==> src/rtl/fetch_ctrl_pkg.sv <==
// Shared types and default widths for the fetch sequencer.
package fetch_ctrl_pkg;

    localparam int unsigned FC_PC_W    = 10;
    localparam int unsigned FC_INSTR_W = 9;
    localparam int unsigned FC_CNT_W   = 16;

    typedef enum logic [2:0] {
        IDLE,
        FETCH,
        ISSUE,
        EXEC,
        HALT
    } fc_state_e;

    // Saturating increment for the retired-instruction counter.
    function automatic logic [FC_CNT_W-1:0] sat_inc(input logic [FC_CNT_W-1:0] v);
        return (v == {FC_CNT_W{1'b1}}) ? v : v + FC_CNT_W'(1);
    endfunction

endpackage

==> src/rtl/fetch_ctrl_branch_lut.sv <==
// Branch-target LUT: register array, async clear, one sync write port, one comb read port.
module branch_lut #(
    parameter int unsigned DEPTH = 16,
    parameter int unsigned W     = 10,
    parameter int unsigned IDX_W = $clog2(DEPTH)
) (
    input  logic             clk,
    input  logic             rst_n,
    input  logic             we,
    input  logic [IDX_W-1:0] waddr,
    input  logic [W-1:0]     wdata,
    input  logic [IDX_W-1:0] raddr,
    output logic [W-1:0]     rdata
);

    logic [W-1:0] mem [DEPTH];

    always_ff @(posedge clk or negedge rst_n) begin
        if (!rst_n) begin
            for (int i = 0; i < int'(DEPTH); i++) begin
                mem[i] <= '0;
            end
        end else if (we) begin
            mem[waddr] <= wdata;
        end
    end

    // Same-cycle read of a written entry sees the old value.
    assign rdata = mem[raddr];

endmodule

==> src/rtl/fetch_ctrl.sv <==
// PC / instruction-fetch sequencer feeding the execute stage.
// Optional retired-instruction counter port instr_cnt enabled by macro INSTR_CNT_EN.
module fetch_ctrl
    import fetch_ctrl_pkg::*;
#(
    parameter int unsigned PC_W       = FC_PC_W,
    parameter int unsigned INSTR_W    = FC_INSTR_W,
    parameter int unsigned LUT_DEPTH  = 16,
    parameter int unsigned START_ADDR = 0
) (
    input  logic                         clk,
    input  logic                         rst_n,
    input  logic                         start,
    output logic                         imem_req,
    output logic [PC_W-1:0]              imem_addr,
    input  logic                         imem_rdy,
    input  logic [INSTR_W-1:0]           imem_data,
    output logic [INSTR_W-1:0]           instr,
    output logic                         instr_vld,
    input  logic                         ex_done,
    input  logic                         alu_zero,
    input  logic                         br_en,
    input  logic                         br_abs,
    input  logic [$clog2(LUT_DEPTH)-1:0] br_idx,
    input  logic                         halt_req,
    input  logic                         lut_we,
    input  logic [$clog2(LUT_DEPTH)-1:0] lut_waddr,
    input  logic [PC_W-1:0]              lut_wdata,
`ifdef INSTR_CNT_EN
    output logic [FC_CNT_W-1:0]          instr_cnt,
`endif
    output logic                         done
);

    localparam int unsigned IDX_W = $clog2(LUT_DEPTH);

    fc_state_e       state;
    logic [PC_W-1:0] pc;
    logic [PC_W-1:0] lut_rdata;
    logic [PC_W-1:0] pc_next_c;

    branch_lut #(
        .DEPTH (LUT_DEPTH),
        .W     (PC_W),
        .IDX_W (IDX_W)
    ) u_lut (
        .clk   (clk),
        .rst_n (rst_n),
        .we    (lut_we),
        .waddr (lut_waddr),
        .wdata (lut_wdata),
        .raddr (br_idx),
        .rdata (lut_rdata)
    );

    // Next PC for a non-halt retire; relative offsets wrap modulo 2^PC_W.
    always_comb begin
        pc_next_c = pc + PC_W'(1);
        if (br_en && alu_zero) begin
            pc_next_c = br_abs ? lut_rdata : pc + lut_rdata;
        end
    end

    always_ff @(posedge clk or negedge rst_n) begin
        if (!rst_n) begin
            state     <= IDLE;
            pc        <= PC_W'(START_ADDR);
            imem_req  <= 1'b0;
            instr     <= '0;
            instr_vld <= 1'b0;
            done      <= 1'b0;
        end else begin
            instr_vld <= 1'b0;
            case (state)
                IDLE, HALT: begin
                    if (start) begin
                        state    <= FETCH;
                        pc       <= PC_W'(START_ADDR);
                        imem_req <= 1'b1;
                        done     <= 1'b0;
                    end
                end
                FETCH: begin
                    if (imem_rdy) begin
                        state     <= ISSUE;
                        instr     <= imem_data;
                        imem_req  <= 1'b0;
                        instr_vld <= 1'b1;
                    end
                end
                ISSUE: begin
                    state <= EXEC;
                end
                EXEC: begin
                    if (ex_done) begin
                        if (halt_req) begin
                            state <= HALT;
                            done  <= 1'b1;
                        end else begin
                            state    <= FETCH;
                            pc       <= pc_next_c;
                            imem_req <= 1'b1;
                        end
                    end
                end
                default: begin
                    state <= IDLE;
                end
            endcase
        end
    end

    assign imem_addr = pc;

`ifdef INSTR_CNT_EN
    logic start_acc_c;

    assign start_acc_c = start && ((state == IDLE) || (state == HALT));

    // Counts every retire in EXEC, halt included; an accepted start clears it.
    always_ff @(posedge clk or negedge rst_n) begin
        if (!rst_n) begin
            instr_cnt <= '0;
        end else if (start_acc_c) begin
            instr_cnt <= '0;
        end else if ((state == EXEC) && ex_done) begin
            instr_cnt <= sat_inc(instr_cnt);
        end
    end
`endif

endmodule

==> config.mk <==
export PLATFORM = sky130hd
export DESIGN_NAME = fetch_ctrl
export DESIGN_NICKNAME = d
export VERILOG_FILES = /design/src/rtl/fetch_ctrl_pkg.sv /design/src/rtl/fetch_ctrl_branch_lut.sv /design/src/rtl/fetch_ctrl.sv
export SDC_FILE = /design/constraint.sdc
export NUM_CORES = 1
export LEC_CHECK = 0
export CAP_MARGIN = 20
export CORE_UTILIZATION = 35
export DETAILED_ROUTE_END_ITERATION = 16
export GPL_ROUTABILITY_DRIVEN = 0
export HOLD_SLACK_MARGIN = 0.06
export RECOVER_POWER = 25
export SYNTH_ARGS = -nofsm -noshare
export SYNTH_HDL_FRONTEND = slang
export SYNTH_SLANG_ARGS = --single-unit
==> constraint.sdc <==
create_clock -name clk -period 4.7 [get_ports clk]
set_clock_uncertainty 0.2 [all_clocks]
set_input_delay 0.94 -clock clk [delete_from_list [all_inputs] [get_ports clk]]
set_output_delay 0.94 -clock clk [all_outputs]
set_load 0.02 [all_outputs]
==> results of run 1 <==
==> worst max-delay path: stages <==
cell             delay [ns]
clkdlybuf4s50_1        0.51
buf_12                 0.15
mux4_2                 0.31
mux4_2                 0.53
ha_1                   0.33
a211oi_2               0.26
o21bai_1               0.13
a2111oi_0              0.45
nor3_1                 0.13
or4_1                  0.40
a32o_1                 0.25
==> synth_stat cells (all sizes together) (10+ instances only) <==
| library cell | n | area [um^2] |
|---|---|---|
| mux2 | 169 | 1900 |
| ha | 10 | 125 |
| o21ai | 19 | 95.1 |
| dfrtp | 185 | 4630 |
| nor2 | 26 | 97.6 |
| a21oi | 18 | 90.1 |
| buf | 11 | 66.3 |
| clkbuf | 24 | 90.1 |
| mux4 | 45 | 1030 |
| nand3 | 11 | 55.1 |
| nand2 | 21 | 81.3 |
| mux2i | 12 | 120 |
==> metrics by stage <==
stage / util, % / power [uW] / hold WS, ns
after floorplan: - / 3180 / 0.254
after global placement: 40.2 / 3640 / 0.273
after detailed placement: 40.2 / 3710 / 0.277
after CTS: 42.7 / 5230 / 0.300
after global routing: 42.7 / 5480 / 0.315
final: 42.7 / 5190 / 0.299
==> cell usage in the layout (no fill, tap or decap), drive strengths merged, types with 3 or more instances in the layout <==
cell	synthesis	routed
buf	11	31
nor2b	6	6
o21ai	19	19
mux4	45	45
a21o	3	3
nand2b	6	6
a31oi	6	6
clkdlybuf4s50	0	56
nor3b	5	5
and4	3	3
nand4	4	4
clkbuf	24	19
ha	10	10
xor2	5	5
nand2	21	21
mux2	169	169
dfrtp	185	185
nor2	26	26
mux2i	12	12
a21oi	18	18
clkinv	1	6
nor3	7	7
a211oi	7	7
inv	8	15
nand3	11	11
nand3b	5	5
==> sequential cells by signal, summed over array words and instances (netlist names) <==
register	cells
done	1
imem_req	1
state	3
instr	9
imem_addr	10
u_lut.mem	160
instr_vld	1
==> path summary, 6_finish.rpt <==
| path | from | to | slack [ns] | depth (start not counted) |
|---|---|---|---|---|
| max reg2reg | u_lut.mem[91] | imem_addr[7] | 1.05 | 9 |
| min reg2reg | state[2] | state[1] | 0.30 | 1 |
| max | br_idx[1] | imem_addr[7] | 0.43 | 11 |
| min in group asynchronous | rst_n | imem_addr[9] | 0.58 | 1 |
| min | state[2] | state[1] | 0.30 | 1 |
| max in group asynchronous | rst_n | u_lut.mem[146] | 2.28 | 3 |
==> power by group <==
group	total (uW)	switching [uW]	internal (uW)
clock	1500	681	823
sequential	2260	260	2000
combinational	1430	631	796
==> area by class of cell <==
type | count | area [um^2]
fill | 2260 | 14500
sequential | 185 | 4630
multi-input combinational | 417 | 4250
timing repair buffer | 88 | 877
clock buffer | 18 | 439
tap | 330 | 413
clock inverter | 14 | 178
inverter | 9 | 33.8
==> routing by layer <==
layer	track usage (%)	wire, um	vias to the layer above
met3	3.85	1090	21
met4	4.89	263	0
met2	28.6	10700	175
met1	24.1	10100	3034
met5	0	0	-
li1	-	-	2580
==> logic make-up after synthesis <==
kind of cell | synth area share, %
AOI/OAI and AO/OA | 4.91
xor gates and xnor gates | 0.676
adders and majority gates | 1.60
buffers and inverters | 2.10
DFF | 51.1
muxes | 33.7
and+or+nand+nor | 5.96
==> results.py, run 1 <==
metrics = {
    "run_status": {
        "status": "complete, no violations",
    },
    "cts": {
        "postCtsResizedCells": 0,
        "cts_buffers": 17,
        "cts_hold_buf": 0,
        "cts_tree": "done",
        "clock_path_buffers": 2,
        "clock_sinks": 185,
        "cts_setup_buffers": 0,
        "root_buffer": "clkbuf_16",
        "path_clk_slew_ns": 0.07,
        "cts-htree-levels": 4,
        "clock_latency_ns": 0.44,
    },
    "global_route": {
        "grt_first_pass_wirelength_um": 35500,
        "overflow": 0,
        "antenna_found_initial": 0,
        "grt_max_degree": 118,
        "grt_pass1_vias": 6203,
        "gr-usage-all-layers_pct": 17.8,
    },
    "drt": {
        "firstDrtPassIters": 7,
        "routed_via_density": 5.48,
        "drt_iter0_markers": 379,
        "via_count": 5810,
        "drt-wirelength-per-cell_um": 20.9,
        "wl_um": 22200,
        "ant_nets": 0,
        "drc_errors": 0,
    },
    "sta": {
        "max_freq_ghz": 0.234,
        "final-hold-violation-count": 0,
        "finalSetupViolCount": 0,
        "slew-limit-headroom_pct": 12.9,
        "rsz0062_at_grt": "no",
        "worst_slack_ns": 0.434,
        "tightest_slew_ns": 1.31,
        "period_needed_ns": 4.27,
        "final.setup.tns_ns": 0,
        "timing.final.crit_share_pct": 90.8,
        "slew_violations": 0,
    },
    "synth": {
        "ys_async_sr_fraction_pct": 100,
        "synth_fp_nets": 694,
        "syn-cell-area_um2": 9060,
        "netlist_instances": 646,
        "ys_ff_latch": 185,
        "avgSynthCellArea_um2": 14.0,
        "synth_cell_type_count": 55,
        "yosysWarnings": 0,
        "synth_edf_count": 0,
        "synth-main-ff-cell": "dfrtp_1",
        "seq_area_frac_synth_pct": 51.1,
    },
    "floorplan": {
        "coreArea_um2": 25300,
        "start_util_pct": 35.8,
        "die_w_um": 163,
        "design.die.area_um2": 26500,
        "dieHeight_um": 163,
        "rows": 58,
        "io_pins": 59,
    },
    "place": {
        "detailed_place_hpwl_um": 14700,
        "dpl_cell_area_um2": 10200,
        "dp_cells": 1028,
        "pre_cts_slack_ns": 0.0695,
        "placement.io_buffers": 58,
    },
    "power_and_ir_drop": {
        "pwr_density_cell_nw_per_um2": 479,
        "worst_ir_drop_vdd_v": 0.000239,
        "leakagePower_uw": 0.00452,
    },
    "final_layout": {
        "instances_no_fill": 1061,
        "antenna_cells": 0,
        "design_area_um2": 10800,
        "finalNetCount": 766,
        "drive_gt1_share_pct": 38.7,
        "area_growth_pct": 19.4,
    },
    "worst_hold_path": {
        "min-delay-path-class": "reg2reg",
    },
    "critical_path": {
        "critPathKind": "in2reg",
        "cp-end-kind": "register",
        "cp.arrival_ns": 4.39,
        "required_ns": 4.82,
        "path_max_fanout": 9,
        "start_kind": "primary input",
    },
    "job": {
        "drv_cap": 0,
    },
}
No activity file was read; power rests on OpenSTA's default activity.
==> run 2: changes to the inputs <==
--- a/config.mk
+++ b/config.mk
@@ -5,7 +5,6 @@
 export SDC_FILE = /design/constraint.sdc
 export NUM_CORES = 1
 export LEC_CHECK = 0
-export CAP_MARGIN = 20
 export CORE_UTILIZATION = 35
 export DETAILED_ROUTE_END_ITERATION = 16
 export GPL_ROUTABILITY_DRIVEN = 0
==> results.py, run 2 (synthesis results as in run 1) <==
metrics = {
    "run_status": {
        "status": "finished, violations left",
        "violations": "max-capacitance violations, max-slew violations",
    },
    "drt": {
        "routed_via_density": 5.48,
        "ant_nets": 0,
        "drt-wirelength-per-cell_um": 20.9,
        "drt_iter0_markers": 409,
        "wl_um": 22100,
        "via_count": 5805,
        "firstDrtPassIters": 5,
        "drc_errors": 0,
    },
    "sta": {
        "finalSetupViolCount": 0,
        "worst_slack_ns": 0.436,
        "rsz0062_at_grt": "no",
        "max_freq_ghz": 0.235,
        "timing.final.crit_share_pct": 90.7,
        "slew-limit-headroom_pct": -101,
        "final-hold-violation-count": 0,
        "period_needed_ns": 4.26,
        "tightest_slew_ns": 3.02,
        "slew_violations": 117,
        "final.setup.tns_ns": 0,
    },
    "critical_path": {
        "critical_path_buf_inv_count": 2,
        "crit_top_cell": "mux4_2",
        "cpPeakStageDelay_ns": 0.54,
        "rrSetupSlack_ns": 1.05,
        "start_kind": "primary input",
        "critPathKind": "in2reg",
        "cp_cell_sequence": "clkdlybuf4s50_1, buf_12, mux4_2, mux4_2, ha_1, a211oi_2, o21bai_1, a2111oi_0, nor3_1, or4_1, a32o_1",
        "reg2reg_to": "imem_addr[7]",
        "cp.arrival_ns": 4.39,
        "required_ns": 4.82,
        "cp-end-kind": "register",
        "reg2regPathDepth": 9,
        "timing.rr.start": "u_lut.mem[121]",
        "cp_top_family": "compound AO/OA/AOI/OAI gates",
        "path_max_fanout": 9,
        "critPathLaunch": "br_idx[1]",
        "crit_path_end": "imem_addr[7]",
        "cp_slowest_cell": "mux4_2",
        "path_depth": 11,
    },
    "final_layout": {
        "final_cell_mix": "185 x dfrtp_1, 169 x mux2_2, 54 x clkdlybuf4s50_1",
        "fill_cells": 2262,
        "drive_gt1_share_pct": 38.8,
        "multi_input_area_um2": 4250,
        "finish.utilization_pct": 42.6,
        "top_register": "u_lut.mem",
        "instances_no_fill": 1060,
        "area_growth_pct": 19.1,
        "largest_reg_flops": 160,
        "ff_latch_area_um2": 4630,
        "layout_commonest_cell": "dfrtp_1",
        "antenna_cells": 0,
        "finalNetCount": 765,
    },
    "cts": {
        "clock_path_buffers": 2,
        "postCtsResizedCells": 0,
        "cts_hold_buf": 0,
        "clock_latency_ns": 0.44,
        "cts_setup_buffers": 0,
        "cts_tree": "done",
        "root_buffer": "clkbuf_16",
        "cts_buffers": 17,
        "cts-htree-levels": 4,
        "clock_sinks": 185,
        "path_clk_slew_ns": 0.07,
    },
    "global_route": {
        "antenna_found_initial": 0,
        "grt_pass1_vias": 6203,
        "grt_first_pass_wirelength_um": 35500,
        "grt_max_degree": 118,
        "gr-usage-all-layers_pct": 17.8,
        "overflow": 0,
    },
    "place": {
        "placement.io_buffers": 58,
        "dp_cells": 1028,
        "detailed_place_hpwl_um": 14700,
        "pre_cts_slack_ns": 0.0695,
    },
    "power_and_ir_drop": {
        "worst_ir_drop_vdd_v": 0.000240,
        "leakagePower_uw": 0.00451,
        "pwr_density_cell_nw_per_um2": 480,
    },
    "floorplan": {
        "start_util_pct": 35.8,
        "coreArea_um2": 25300,
        "die_w_um": 163,
        "design.die.area_um2": 26500,
        "io_pins": 59,
        "dieHeight_um": 163,
        "rows": 58,
    },
    "job": {
        "drv_cap": 1,
    },
    "worst_hold_path": {
        "min-delay-path-class": "reg2reg",
    },
}
## run 2: cell types whose count changed in the layout (fill, tap and decap cells not counted)
cell / previous run / this run
buf_16: 1 / 0
clkbuf_1: 1 / 0
clkbuf_2: 0 / 1
clkdlybuf4s50_1: 56 / 54
dlygate4sd3_1: 0 / 2
## run 2: report_power, final
part / leakage [uW] / internal, uW / total (uW) / switching [uW]
registers: 0.00228 / 2000 / 2260 / 260
clock network: 0.000305 / 823 / 1500 / 681
logic: 0.00193 / 794 / 1420 / 631
## run 2: worst min path at each step
stage / startpoint / end / slack, ns / depth (start not counted)
after global placement: state[2] / state[1] / 0.27 / 1
after CTS: state[2] / state[1] / 0.30 / 1
after floorplan: state[2] / state[1] / 0.25 / 1
after global routing: u_lut.mem[156] / u_lut.mem[156] / 0.31 / 1
after detailed placement: state[2] / state[1] / 0.28 / 1
final: state[2] / state[1] / 0.30 / 1
## run 2: per-layer routing
layer / up-vias / track usage [%] / part of all wire, %
met5: - / 0 / 0
met1: 3050 / 24.1 / 45
met3: 25 / 3.85 / 4.9
li1: 2576 / - / -
met2: 154 / 28.6 / 49
met4: 0 / 4.89 / 1.2
## run 2: through the flow
stage	hold WS (ns)	cell area, um^2	total power [uW]
floorplan	0.254	9060	3180
global placement	0.273	10200	3640
detailed placement	0.277	10200	3710
CTS	0.300	10800	5230
global route	0.315	10800	5470
finish	0.299	10800	5180
## run 2: layout make-up
| type | count | share of cell area, % |
|---|---|---|
| Sequential cell | 185 | 42.9 |
| Multi-Input combinational cell | 417 | 39.4 |
| Timing Repair Buffer | 87 | 7.88 |
| Clock buffer | 18 | 4.07 |
| Tap cell | 330 | 3.82 |
| Clock inverter | 14 | 1.65 |
| Inverter | 9 | 0.313 |
